`src/rtl/coeff_rom_sequencer.sv`:
```
// Coefficient ROM sequencer.
// Streams a contiguous block of coefficient rows out of a dual-port ROM as
// row pairs (port 1 = even offset, port 2 = odd offset). Each pair is
// buffered in a credit-protected output FIFO so the systolic array can stall
// without stalling the ROM pipeline.
//
// Output handshake: out_valid/out_ready. A pair transfers on every rising
// edge where out_valid && out_ready. While out_valid is high and out_ready is
// low, out_data_1/out_data_2/out_last hold steady. out_valid never depends
// on out_ready.
module coeff_rom_sequencer #(
  parameter int DATA_WIDTH  = 32,
  parameter int ADDR_WIDTH  = 3,
  parameter int ROM_LATENCY = 3,
  parameter int FIFO_DEPTH  = 4
) (
  input  logic                  clk,
  input  logic                  reset,
  input  logic                  start,
  input  logic [ADDR_WIDTH-1:0] base_addr,
  input  logic [ADDR_WIDTH-1:0] num_pairs,
  output logic                  busy,
  output logic                  done,
  output logic                  rom_enable,
  output logic [ADDR_WIDTH-1:0] rom_addr_1,
  output logic [ADDR_WIDTH-1:0] rom_addr_2,
  input  logic [DATA_WIDTH-1:0] rom_data_1,
  input  logic [DATA_WIDTH-1:0] rom_data_2,
  output logic                  out_valid,
  input  logic                  out_ready,
  output logic [DATA_WIDTH-1:0] out_data_1,
  output logic [DATA_WIDTH-1:0] out_data_2,
  output logic                  out_last
);

  localparam int PTR_W = (FIFO_DEPTH > 1) ? $clog2(FIFO_DEPTH) : 1;
  localparam int CNT_W = $clog2(FIFO_DEPTH + 1);
  localparam int INF_W = $clog2(ROM_LATENCY + 1);

  localparam logic [ADDR_WIDTH-1:0] A_ONE   = 1;
  localparam logic [PTR_W-1:0]      P_ONE   = 1;
  localparam logic [PTR_W-1:0]      P_MAX   = PTR_W'(FIFO_DEPTH - 1);
  localparam logic [CNT_W-1:0]      C_ONE   = 1;
  localparam logic [CNT_W-1:0]      C_FULL  = CNT_W'(FIFO_DEPTH);

  typedef enum logic [1:0] {
    IDLE   = 2'd0,
    ISSUE  = 2'd1,
    DRAIN  = 2'd2,
    FINISH = 2'd3
  } state_t;

  state_t                state;
  logic [ADDR_WIDTH-1:0] base_q;
  logic [ADDR_WIDTH-1:0] num_q;
  logic [ADDR_WIDTH-1:0] k;

  // Tag pipeline: one stage per ROM latency cycle, the last stage lines up
  // with the rom_data_* belonging to that issue.
  logic [ROM_LATENCY-1:0] tag_v;
  logic [ROM_LATENCY-1:0] tag_last;
  logic [INF_W-1:0]       inflight;

  // Output FIFO storage and bookkeeping.
  logic [DATA_WIDTH-1:0] mem_d1 [FIFO_DEPTH];
  logic [DATA_WIDTH-1:0] mem_d2 [FIFO_DEPTH];
  logic [FIFO_DEPTH-1:0] mem_last;
  logic [PTR_W-1:0]      wr_ptr;
  logic [PTR_W-1:0]      rd_ptr;
  logic [CNT_W-1:0]      fifo_count;

  logic                  push;
  logic                  pop;
  logic                  head_last;
  logic                  credit_ok;
  logic                  issue;
  logic                  is_last_pair;
  logic [ADDR_WIDTH-1:0] off_even;
  logic [ADDR_WIDTH-1:0] addr_even;
  logic [ADDR_WIDTH-1:0] addr_odd;

  assign push       = tag_v[ROM_LATENCY-1];
  assign out_valid  = (fifo_count != '0);
  assign pop        = out_valid && out_ready;
  assign head_last  = mem_last[rd_ptr];
  assign out_data_1 = out_valid ? mem_d1[rd_ptr] : '0;
  assign out_data_2 = out_valid ? mem_d2[rd_ptr] : '0;
  assign out_last   = out_valid && head_last;

  // Pair addresses wrap naturally modulo the ROM size.
  assign off_even     = {k[ADDR_WIDTH-2:0], 1'b0};
  assign addr_even    = base_q + off_even;
  assign addr_odd     = addr_even + A_ONE;
  assign is_last_pair = (k == (num_q - A_ONE));

  // Count valid tags still travelling through the ROM pipeline.
  always_comb begin
    inflight = '0;
    for (int i = 0; i < ROM_LATENCY; i++) begin
      inflight = inflight + INF_W'(tag_v[i]);
    end
  end

  // Credit: every in-flight read already owns a FIFO slot. A pop this cycle
  // frees a slot at the same edge the new issue claims one.
  always_comb begin
    credit_ok = (int'(fifo_count) + int'(inflight)) < (FIFO_DEPTH + (pop ? 1 : 0));
  end

  assign issue      = (state == ISSUE) && credit_ok;
  assign rom_enable = (inflight != '0) || issue;

  // Job control FSM with registered busy/done/ROM addresses.
  always_ff @(posedge clk) begin
    if (reset) begin
      state      <= IDLE;
      base_q     <= '0;
      num_q      <= '0;
      k          <= '0;
      busy       <= 1'b0;
      done       <= 1'b0;
      rom_addr_1 <= '0;
      rom_addr_2 <= '0;
    end else begin
      done <= 1'b0;
      case (state)
        IDLE: begin
          if (start) begin
            if (num_pairs != '0) begin
              base_q <= base_addr;
              num_q  <= num_pairs;
              k      <= '0;
              busy   <= 1'b1;
              state  <= ISSUE;
            end else begin
              done  <= 1'b1;
              state <= FINISH;
            end
          end
        end
        ISSUE: begin
          if (issue) begin
            rom_addr_1 <= addr_even;
            rom_addr_2 <= addr_odd;
            k          <= k + A_ONE;
            if (is_last_pair) state <= DRAIN;
          end
        end
        DRAIN: begin
          if (pop && head_last) begin
            busy  <= 1'b0;
            done  <= 1'b1;
            state <= FINISH;
          end
        end
        FINISH: begin
          state <= IDLE;
        end
        default: state <= IDLE;
      endcase
    end
  end

  // Shift issue tags along with the ROM read latency; reset drops stale reads.
  always_ff @(posedge clk) begin
    if (reset) begin
      tag_v    <= '0;
      tag_last <= '0;
    end else begin
      tag_v[0]    <= issue;
      tag_last[0] <= issue && is_last_pair;
      for (int i = 1; i < ROM_LATENCY; i++) begin
        tag_v[i]    <= tag_v[i-1];
        tag_last[i] <= tag_last[i-1];
      end
    end
  end

  // FIFO pointers and occupancy.
  always_ff @(posedge clk) begin
    if (reset) begin
      wr_ptr     <= '0;
      rd_ptr     <= '0;
      fifo_count <= '0;
    end else begin
      if (push) wr_ptr <= (wr_ptr == P_MAX) ? '0 : wr_ptr + P_ONE;
      if (pop)  rd_ptr <= (rd_ptr == P_MAX) ? '0 : rd_ptr + P_ONE;
      case ({push, pop})
        2'b10:   fifo_count <= fifo_count + C_ONE;
        2'b01:   fifo_count <= fifo_count - C_ONE;
        default: fifo_count <= fifo_count;
      endcase
    end
  end

  // FIFO storage: capture ROM data when its tag arrives.
  always_ff @(posedge clk) begin
    if (push) begin
      mem_d1[wr_ptr]   <= rom_data_1;
      mem_d2[wr_ptr]   <= rom_data_2;
      mem_last[wr_ptr] <= tag_last[ROM_LATENCY-1];
    end
  end

  // The credit scheme must never let an arriving pair find the FIFO full.
  fifo_no_overflow: assert property (@(posedge clk) disable iff (reset)
    !(push && (fifo_count == C_FULL)));

endmodule

```
`config.mk`:
```
export PLATFORM = sky130hd
export DESIGN_NAME = coeff_rom_sequencer
export DESIGN_NICKNAME = d
export VERILOG_FILES = /design/src/rtl/coeff_rom_sequencer.sv
export SDC_FILE = /design/constraint.sdc
export NUM_CORES = 1
export LEC_CHECK = 0
export CAP_MARGIN = 0
export CORE_MARGIN = 2
export CORE_UTILIZATION = 50
export DETAILED_ROUTE_END_ITERATION = 8
export GPL_ROUTABILITY_DRIVEN = 0
export PLACE_DENSITY_LB_ADDON = 0.08
export SYNTH_ARGS = -nofsm -noshare
export SYNTH_HDL_FRONTEND = slang
export SYNTH_SLANG_ARGS = --single-unit
```
`constraint.sdc`:
```
create_clock -name clk -period 4.8 [get_ports clk]
set_input_delay 0.96 -clock clk [delete_from_list [all_inputs] [get_ports clk]]
set_output_delay 0.96 -clock clk [all_outputs]
set_load 0.05 [all_outputs]
```
======== Word-level counts from Yosys, hierarchy flattened ========
Memories as Yosys holds them, arrays and structs flattened. A register that Yosys moved wholly into a read port is not among the register bits.
Cells that the tools add are included.
W data, S select, Z words.
word-level totals
  register bits ........................... 36
  memory bits (writable) .................. 256
  bits of input ports ..................... 74
  output and inout bits ................... 75
  logic and storage cells ................. 99
  memories kept ........................... 2
operators by class
  add/subtract/negate cells ............... 12
  magnitude comparators ................... 4
  equal/unequal tests ..................... 13
  mux-type cells .......................... 35
  reduce and logical (&&, ||, !) cells .... 19
memory list
  name    depth  bits a word  read ports  clocked after Yosys merged registers in  write ports  RTL line  source
  mem_d1  4      32           1           1                                        1            65        logic [DATA_WIDTH-1:0] mem_d1 [FIFO_DEPTH];
  mem_d2  4      32           1           1                                        1            66        logic [DATA_WIDTH-1:0] mem_d2 [FIFO_DEPTH];
operators with widths
  kind                   count
  $mux W32               2
  $mux W2                11
  $pmux W3 S2            2
  $reduce_and A4 Y1      3
  $mux W1                11
  $eq A2 B2 Y1 const B   5
  $ne A2 B2 Y1 const B   5
  $add A3 B1 Y3 const B  3
  $mux W3                3
  $pmux W2 S4            1
  $reduce_bool A2 Y1     4
  $logic_and A1 B1 Y1    6
  $lt A2 B3 Y1 const B   2
  $reduce_bool A3 Y1     2
  $sub A3 B1 Y3 const B  2
  $add A2 B1 Y2 const B  2
  $add A3 B1 Y4 const A  1
  $add A3 B2 Y4          1
  $bwmux W4              1
  $eq A2 B1 Y1 const B   2
  $lt A4 B4 Y1           1
  $pmux W1 S2            2
  $add A3 B3 Y3          1
  $eq A3 B3 Y1           1
  other kinds (9)        9

======== Depth between registers and ports, before layout ========
Gate-level depths: netlist (run 1).
  depth in word-level cells ............... 8
  gate-level depth with buffers ........... 9
  depth with buffers taken out ............ 9

======== Least setup slack after synthesis (run 1) ========
OpenSTA, ideal clock, no wires.
  path kind ............................... register to output
  from .................................... register tag_v[0]
  to ...................................... output rom_enable
  arrival ................................. 2.471 ns
  data required time ...................... 3.840 ns
  path slack .............................. 1.369 ns
  stages on the path, launching flop included .. 9
  path buffers ............................ 0
  path through ............................ dfxtp_1 fa_1 ha_1 inv_1 fa_1 xor2_1 a31oi_4 nor2_2 or3_1
on the way
  cells in the longest elaborated chain, start to end .. 6
  elaborated cells between the ends (all ways) .. 7
  classes of those cells .................. 3 x add/sub; 1 x order compare; 3 x reduce/logical
ends and longest elaborated chain
  what                               RTL line  source
  from (decl)                        60        logic [ROM_LATENCY-1:0] tag_v;
  from (signal assigned)             170       tag_v[0] <= issue;
  from (signal, indexed assignment)  173       tag_v[i] <= tag_v[i-1];
  $add A1 B1 Y2 (*)                  100       inflight = inflight + INF_W'(tag_v[i]);
  $add A2 B1 Y2 (*)                  100
  $add A3 B2 Y4                      107       credit_ok = (int'(fifo_count) + int'(inflight)) < (FIFO_DEPTH + (pop ? 1 : 0));
  $lt A4 B4 Y1                       107
  $logic_and A1 B1 Y1                110       assign issue = (state == ISSUE) && credit_ok;
  $logic_or A1 B1 Y1 (*)             111       assign rom_enable = (inflight != '0) || issue;
  to (decl)                          24        output logic rom_enable,
Every way passes the cells marked *; elsewhere a longest branch is shown, timed or not.

======== Worst setup path after layout (run 1) ========
  from .................................... register tag_v[2]
  to ...................................... output rom_enable
on the way
  cells in the longest elaborated chain, start to end .. 5
  elaborated cells between the ends (all ways) .. 6
  classes of those cells .................. 2 x add/sub; 1 x order compare; 3 x reduce/logical
ends and longest elaborated chain
  what                    RTL line
  $add A2 B1 Y2 (*)       100
  $add A3 B2 Y4           107
  $lt A4 B4 Y1            107
  $logic_and A1 B1 Y1     110
  $logic_or A1 B1 Y1 (*)  111
Marked as above.

==> results of run 1 <==
final timing paths:
kind | endpoint | slack (ps) | depth (start not counted)
worst max-delay path | rom_enable | 110 | 8
worst min-delay path | tag_last[1] | 430 | 1
worst max register to register | state[1] | 1930 | 9
worst min register to register | tag_last[1] | 430 | 1
worst reg2reg max path: stages, from the launching register on:
cell      delay [ps]
dfxtp_1          390
fa_1             550
ha_1             170
inv_1             60
fa_1             380
xor2_1           240
a31oi_4           90
o21a_4           270
or3b_1           380
a211oi_1         220
what timing repair did:
item	in CTS	in global routing
endpoints found under the hold margin	0	0
resized for setup	0	1
setup endpoints to repair	0	1
area by class of cell:
| cell class | instances | share of cell area |
|---|---|---|
| Multi-Input combinational cell | 251 | 0.198 |
| Clock buffer | 38 | 0.0565 |
| Sequential cell | 294 | 0.598 |
| Inverter | 17 | 0.00485 |
| Timing Repair Buffer | 150 | 0.106 |
| Tap cell | 285 | 0.0251 |
| Clock inverter | 19 | 0.0107 |
synth_stat cells, drive strengths merged, types with 5 or more instances:
library cell,n,share of area
edfxtp,260,0.68
a21oi,12,0.0052
nor2b,5,0.0027
mux2i,9,0.0079
a211oi,5,0.0033
ha,15,0.016
buf,8,0.0035
mux4,65,0.13
dfxtp,34,0.059
nand2,8,0.0033
nor2,22,0.0074
nor3,5,0.0022
xor2,5,0.0038
inv,17,0.0060
clkbuf,17,0.0056
and2,69,0.038
cell families (layout without fill, tap and decap cells):
kind of cell | Yosys count | after routing | share of synthesized area
flops | 294 | 294 | 0.741
simple gates | 121 | 121 | 0.0605
mux | 74 | 74 | 0.136
buf+inv | 42 | 224 | 0.0151
compound gates | 29 | 29 | 0.0187
fa+ha+maj | 18 | 18 | 0.0216
xor+xnor | 9 | 9 | 0.00808
through the flow:
stage	worst slack, ps	total power [mW]	cell area [um2]	util	instances
global route	-4.36	6.37	14200	0.629	1054
global placement	706	3.96	13200	0.587	997
CTS	42.2	6.20	14200	0.629	1054
detailed placement	624	3.98	13200	0.587	997
floorplan	1370	3.63	11500	-	587
finish	113	6.14	14200	0.629	1054
metal layers:
metal | up-vias | track usage
li1 | 2628 | -
met1 | 2959 | 0.234
met2 | 144 | 0.306
met3 | 36 | 0.0348
met4 | 0 | 0.0489
met5 | - | 0
power by group:
part,switching (mW),leakage (nW),internal (mW)
Combinational,0.619,1.49,0.409
Clock,0.929,0.466,1.29
Sequential,0.0458,2.61,2.85
Total,1.59,4.57,4.55
==> reports/summary.txt, run 1 <==
Period utilization = 0.976
Commonest non-fill, non-tap cell in the layout = edfxtp_1
Placed wire-length estimate = 12,200 um
Mapped Avg Cell Area = 19.5 um2
TNS Setup = 0 ps
Status = finished, final reports clean
Critical-path top delay cell = clkdlybuf4s50_1
Final-layout fill cell count = 1,634
Synth-to-layout area growth = 23.9%
Worst path max stage delay = 700 ps
I/O pin total = 149
Nets = 837
CP Cell Sequence = fa_1, ha_1, inv_1, fa_1, a31oi_4, nor2_4, or3_1, clkdlybuf4s50_1
Post-Synthesis Cells = 587
Routed wl met3 = 1110 um
Final Hold Violating Endpoints = 0
Pre-Repair DR Iteration Count = 4
Clock Path Buffers = 3
HP Class = reg2reg
H-tree levels = 1
Area of the multi-input gates = 2820 um2
WP data required = 3840 ps
Critical path's most frequent cell = fa_1
Routed via count = 5,767
CTS tree = done
Placeable Area = 22,600 um2
Number of hold buffers added after cts = 0
Clock transition at path regs = 60 ps
Initial antenna violation count = 1
Global-route wire length before repair = 33,300 um
Worst clock skew = 11.1 ps
CP Class = reg2out
Pin count of the biggest net entering global routing = 68
Top routing layer in use = met4
RR Startpoint = tag_v[2]
Starting density of the core = 0.508
Die W = 155 um
Clock root cell = clkbuf_16
Setup Buffers After CTS = 0
Max Fclk = 213 MHz
Final setup viols = 0
Register Area = 8500 um2
PortBufs = 148
# rows = 55
CP Max Fanout = 9
Buf+Inv Stages, Crit Path = 2
Critical Path AT = 3730 ps
Hold Crit Start = tag_last[0]
Sink Count = 294
Synthesis-stage register bit count = 294
Max-slew violation count = 0
Grt total ovfl = 0
DRC Markers = 0
Synth Net Count = 679
Vias in the first global route = 6,168
Post-Route WL = 21,400 um
Startpoint type of the worst setup path = flop
P per Cell Area = 432 nW/um2
Vert. Die Dim = 155 um
Clock period minus worst slack = 4690 ps
M1 WL = 9160 um
GRT Overall Usage = 0.178
VDD IR max = 0.290 mV
Setup crit end kind = output pin
EDFF count, synth = 260
Leakage = 4.57 nW
Netlist cell types = 38
Post-synth ARST share = 0
Hold slack final = 435 ps
Share of the yosys chip area belonging to registers = 0.741
CTS Buf Count = 31
Post-Syn Area = 11,500 um2
Antenna viol nets, final = 0
Max capacitance violation total = 0
Worst setup path start = tag_v[2]
Synth warn = 0
Worst slew pin tran = 1160 ps
Biggest regs = mem_d1: 128 flops, mem_d2: 128 flops, mem_last: 4 flops
Met2 wire length = 10,700 um
WL/cell = 20.3 um
Die area = 24,200 um2
Ant. Diodes = 0
Worst skew pair latency = 540 ps
Worst slew margin = 0.226
First-iteration detailed-routing DRC count = 283
Share of cells above drive strength 1 = 0.161
Largest delay contributor family on the critical path = adder cells
Commonest non-fill, non-tap cells in the layout = edfxtp_1, clkdlybuf4s50_1, mux4_2, and2_1, dfxtp_1
Vias/cell = 5.47
Dominant synthesized flop cell = edfxtp_1
Note: power is estimated with default switching activity, not from simulation.
==> inputs of run 2 (changes only) <==
- PLACE_DENSITY: not set -> 0.82
- PLACE_DENSITY_LB_ADDON: 0.08 -> not set
==> reports/summary.txt, run 2 (same netlist as run 1, synthesis figures left out) <==
Max Fclk = 231 MHz (+8.1%)
Max capacitance violation total = 0 (unchanged)
Commonest non-fill, non-tap cell in the layout = edfxtp_1
Ant. Diodes = 0 (unchanged)
Starting density of the core = 0.508 (unchanged)
First-iteration detailed-routing DRC count = 335 (+18%)
Initial antenna violation count = 0 (-1)
I/O pin total = 149 (unchanged)
P per Cell Area = 426 nW/um2 (-1.5%)
Met2 wire length = 10,900 um (+1.7%)
Setup WS pre-CTS = 583 ps (-40.5 ps)
Final worst slack = 462 ps (+349 ps)
Die W = 155 um (unchanged)
Vias in the first global route = 6,314 (+2.4%)
Share of cells above drive strength 1 = 0.156 (-0.00549)
Pin count of the biggest net entering global routing = 68 (unchanged)
Top routing layer in use = met4
H-tree levels = 1 (unchanged)
# rows = 55 (unchanged)
Placed wire-length estimate = 12,400 um (+1.4%)
Sink Count = 294 (unchanged)
Period utilization = 0.904 (-0.0728)
WL/cell = 20.2 um (-0.62%)
Worst skew pair latency = 530 ps (about the same)
Clock period minus worst slack = 4340 ps (-349 ps)
Clock Path Buffers = 3 (unchanged)
FF-to-FF path depth = 9 (unchanged)
Number of hold buffers added after cts = 0 (unchanged)
Startpoint type of the worst setup path = flop
WP data required = 3840 ps (about the same)
Vias/cell = 5.54 (+1.2%)
Commonest non-fill, non-tap cells in the layout = edfxtp_1, clkdlybuf4s50_1, mux4_2, and2_1, dfxtp_1
Layout Cells excl Fill = 1,049 (-0.47%)
Critical-path top delay cell = fa_1
Pre-Repair DR Iteration Count = 4 (unchanged)
Clock transition at path regs = 60 ps (about the same)
Overall Power = 6.02 mW (-2.0%)
Placeable Area = 22,600 um2 (unchanged)
CP Cell Sequence = fa_1, ha_1, inv_1, fa_1, xor2_1, a31oi_4, nor2_2, or3_1, dlymetal6s2s_1
Clock root cell = clkbuf_16
CTS Buf Count = 29 (-6.5%)
CTS resizes = 0 (unchanged)
HP Class = reg2reg
Die area = 24,200 um2 (unchanged)
Worst path max stage delay = 540 ps (-160 ps)
Critical path's most frequent cell = fa_1
Setup Buffers After CTS = 0 (unchanged)
Worst slew pin tran = 1110 ps (-46.4 ps)
Synth-to-layout area growth = 23.2%
Global-route wire length before repair = 33,300 um (+0.12%)
Routed wl met3 = 1390 um (+25%)
CP Max Fanout = 9 (unchanged)
Final setup viols = 0 (unchanged)
GRT Overall Usage = 0.177 (-0.000914)
DRC Markers = 0 (unchanged)
Nets = 835 (-0.24%)
Vert. Die Dim = 155 um (unchanged)
Final-layout fill cell count = 1,554 (-4.9%)
Post-Route WL = 21,200 um (-1.1%)
Setup crit end kind = output pin
Max-slew violation count = 0 (unchanged)
CP Class = reg2out
Antenna viol nets, final = 0 (unchanged)
Leakage = 4.54 nW (-0.69%)
Biggest regs = mem_d1: 128 flops, mem_d2: 128 flops, mem_last: 4 flops
M1 WL = 8510 um (-7.1%)
Worst slew margin = 0.257 (+0.0310)
PortBufs = 148 (unchanged)
CTS tree = done
Worst clock skew = 8.52 ps (-2.55 ps)
VDD IR max = 0.342 mV (+18%)
Grt total ovfl = 0 (unchanged)
Critical Path AT = 3380 ps (-350 ps)
RSZ-0062 raised after global routing = no
Fin area = 14,100 um2 (-0.52%)
Min-Delay Path Depth = 1 (unchanged)
Routed via count = 5,810 (+0.75%)
TNS Setup = 0 ps (unchanged)
Placed cell area = 13,200 um2 (unchanged)
Status = finished, final reports clean
Final Hold Violating Endpoints = 0 (unchanged)
Placed insts = 997 (unchanged)
[run 2: worst paths after layout]
path	startpoint	end	slack (ps)
setup reg to reg	tag_v[2]	state[1]	1890
hold / removal	tag_last[1]	tag_last[2]	460
hold reg to reg	tag_last[1]	tag_last[2]	460
setup / recovery	tag_v[2]	rom_enable	460
[run 2: critical path, delay by kind of cell, from the launching register on]
family / cells / cell delay [ps]
compound gates: 1 / 80
fa+ha+maj: 3 / 1110
buf+inv: 2 / 490
simple gates: 2 / 570
xor+xnor: 1 / 230
flops: 1 / 380
[run 2: layout make-up]
| cell class | instances | area (um2) | share of cell area |
|---|---|---|---|
| timing repair buffer | 150 | 1510 | 0.107 |
| multi-input combinational | 251 | 2810 | 0.199 |
| clock buffer | 36 | 752 | 0.0532 |
| clock inverter | 16 | 130 | 0.00921 |
| tap | 285 | 357 | 0.0252 |
| inverter | 17 | 68.8 | 0.00487 |
| sequential | 294 | 8500 | 0.601 |
[run 2: power by group]
group / leakage, nW / switching [mW] / internal, mW
registers: 2.61 / 0.0511 / 2.85
logic: 1.50 / 0.614 / 0.408
clock network: 0.423 / 0.885 / 1.21
total: 4.54 / 1.55 / 4.47
[run 2: per-stage QoR]
step | util | hold WS, ps
final | 0.626 | 461
after CTS | 0.626 | 456
after detailed placement | 0.587 | 455
after floorplan | - | 414
after global placement | 0.587 | 420
after global routing | 0.626 | 470
[run 2: layer usage]
layer,GRT usage,vias up
li1,-,2615
met1,0.226,2995
met2,0.314,166
met3,0.0370,34
met4,0.0415,0
met5,0,-
==> inputs of run 3 (changes only) <==
- CTS_CLUSTER_DIAMETER: not set -> 60
- clock period: 4.8 -> 4.4 ns (I/O delays scaled with it)
==> reports/summary.txt, run 3 (same netlist as run 1, synthesis figures left out) <==
Status = finished, final reports clean
Setup Buffers After CTS = 0 (unchanged)
Register Area = 8500 um2 (unchanged)
Startpoint type of the worst setup path = flop
Critical path's most frequent cell = fa_1
Worst slew margin = 0.257 (-0.000894)
Commonest non-fill, non-tap cell in the layout = edfxtp_1
Worst skew pair latency = 530 ps (about the same)
Critical Path AT = 3240 ps (-140 ps)
Die W = 155 um (unchanged)
Sink Count = 294 (unchanged)
DRC Markers = 0 (unchanged)
Max-slew violation count = 0 (unchanged)
Vias in the first global route = 6,098 (-3.4%)
WL/cell = 19.8 um (-2.0%)
Commonest non-fill, non-tap cells in the layout = edfxtp_1, clkdlybuf4s50_1, mux4_2, and2_1, dfxtp_1
P per Cell Area = 467 nW/um2 (+9.8%)
Critical-path top delay cell = fa_1
Placeable Area = 22,600 um2 (unchanged)
Clock root cell = clkbuf_16
Period utilization = 0.936
WP data required = 3520 ps (-320 ps)
Pre-Repair DR Iteration Count = 4 (unchanged)
Ant. Diodes = 0 (unchanged)
Placed wire-length estimate = 12,500 um (+1.1%)
Grt total ovfl = 0 (unchanged)
CTS Buf Count = 29 (unchanged)
I/O pin total = 149 (unchanged)
Worst path max stage delay = 490 ps (-50 ps)
Max Fclk = 243 MHz
PortBufs = 148 (unchanged)
CP Cell Sequence = fa_1, ha_1, inv_1, fa_1, a31oi_4, nor2_2, or3_1, clkbuf_2
RSZ-0062 raised after global routing = no
Nets = 836 (+0.12%)
Overall Power = 6.62 mW (+10%)
Clock period minus worst slack = 4120 ps
Starting density of the core = 0.508 (unchanged)
Global-route wire length before repair = 32,900 um (-1.2%)
Layout Cells excl Fill = 1,051 (+0.19%)
CTS tree = done
Worst clock skew = 16.0 ps (+7.44 ps)
Biggest regs = mem_d1: 128 flops, mem_d2: 128 flops, mem_last: 4 flops
Initial antenna violation count = 0 (unchanged)
GRT Overall Usage = 0.174 (-0.00346)
Max capacitance violation total = 0 (unchanged)
Pin count of the biggest net entering global routing = 67 (-1.5%)
Clock transition at path regs = 60 ps (about the same)
Final Hold Violating Endpoints = 0 (unchanged)
Clock Path Buffers = 3 (unchanged)
TNS Setup = 0 ps (unchanged)
Post-Route WL = 20,800 um (-1.8%)
H-tree levels = 1 (unchanged)
Routed via count = 5,740 (-1.2%)
First-iteration detailed-routing DRC count = 358 (+6.9%)
Leakage = 4.56 nW (+0.42%)
Vert. Die Dim = 155 um (unchanged)
Placed insts = 998 (+0.10%)
# rows = 55 (unchanged)
Vias/cell = 5.46 (-1.4%)
Final-layout fill cell count = 1,569 (+0.97%)
CP Max Fanout = 9 (unchanged)
Area of the multi-input gates = 2810 um2 (unchanged)
VDD IR max = 0.367 mV (+7.6%)
Setup crit end kind = output pin
Die area = 24,200 um2 (unchanged)
Share of cells above drive strength 1 = 0.164 (+0.00873)
CP Class = reg2out
HP Class = reg2reg
Synth-to-layout area growth = 23.5%
Final setup viols = 0 (unchanged)
Antenna viol nets, final = 0 (unchanged)
Worst slew pin tran = 1110 ps (+1.34 ps)
==> run 3: critical path: cells and delay by family, from the launching register on <==
family | cells | cell delay, ps
AND/OR/NAND/NOR | 2 | 520
buffers and inverters | 2 | 320
AO/OA/AOI/OAI | 1 | 250
adder cells (fa/ha/maj) | 3 | 1150
flip-flops | 1 | 460
==> run 3: metal layers <==
| metal | up-vias | global-route usage | wire (um) |
|---|---|---|---|
| li1 | 2624 | - | - |
| met1 | 2908 | 0.223 | 8370 |
| met2 | 177 | 0.308 | 10700 |
| met3 | 31 | 0.0345 | 1380 |
| met4 | 0 | 0.0380 | 317 |
| met5 | - | 0 | 0 |
==> run 3: per-stage QoR <==
stage	utilization	worst slack (ps)	cell area, um2	hold WS, ps
global route	0.627	137	14200	443
detailed placement	0.587	340	13200	427
floorplan	-	1050	11500	414
finish	0.627	281	14200	431
global placement	0.587	392	13200	422
CTS	0.628	19.2	14200	436
==> run 3: layout make-up <==
cell class	instances	area share
clock inverter	22	0.0130
inverter	17	0.00486
timing repair buffer	151	0.107
multi-input combinational	251	0.199
tap	285	0.0252
clock buffer	31	0.0518
sequential	294	0.600
==> run 3: path summary, 6_finish.rpt <==
path / slack [ps] / startpoint / cells past startpoint / to
worst max-delay path: 280 / tag_v[2] / 8 / rom_enable
worst min-delay path: 430 / tag_last[1] / 1 / tag_last[2]
worst max register to register: 1520 / tag_v[2] / 9 / state[0]
worst min register to register: 430 / tag_last[1] / 1 / tag_last[2]
==> run 3: where the power goes <==
group          total, mW  switching, mW  internal [mW]
registers           3.15         0.0500           3.10
clock network       2.36          0.981           1.38
logic               1.11          0.668          0.441
total               6.62           1.70           4.92
==> run 3: what timing repair did <==
item,4_1_cts,5_1_grt
cloned,0,0
setup endpoints to repair,1,1
hold buffers,0,0
resized for setup,1,2
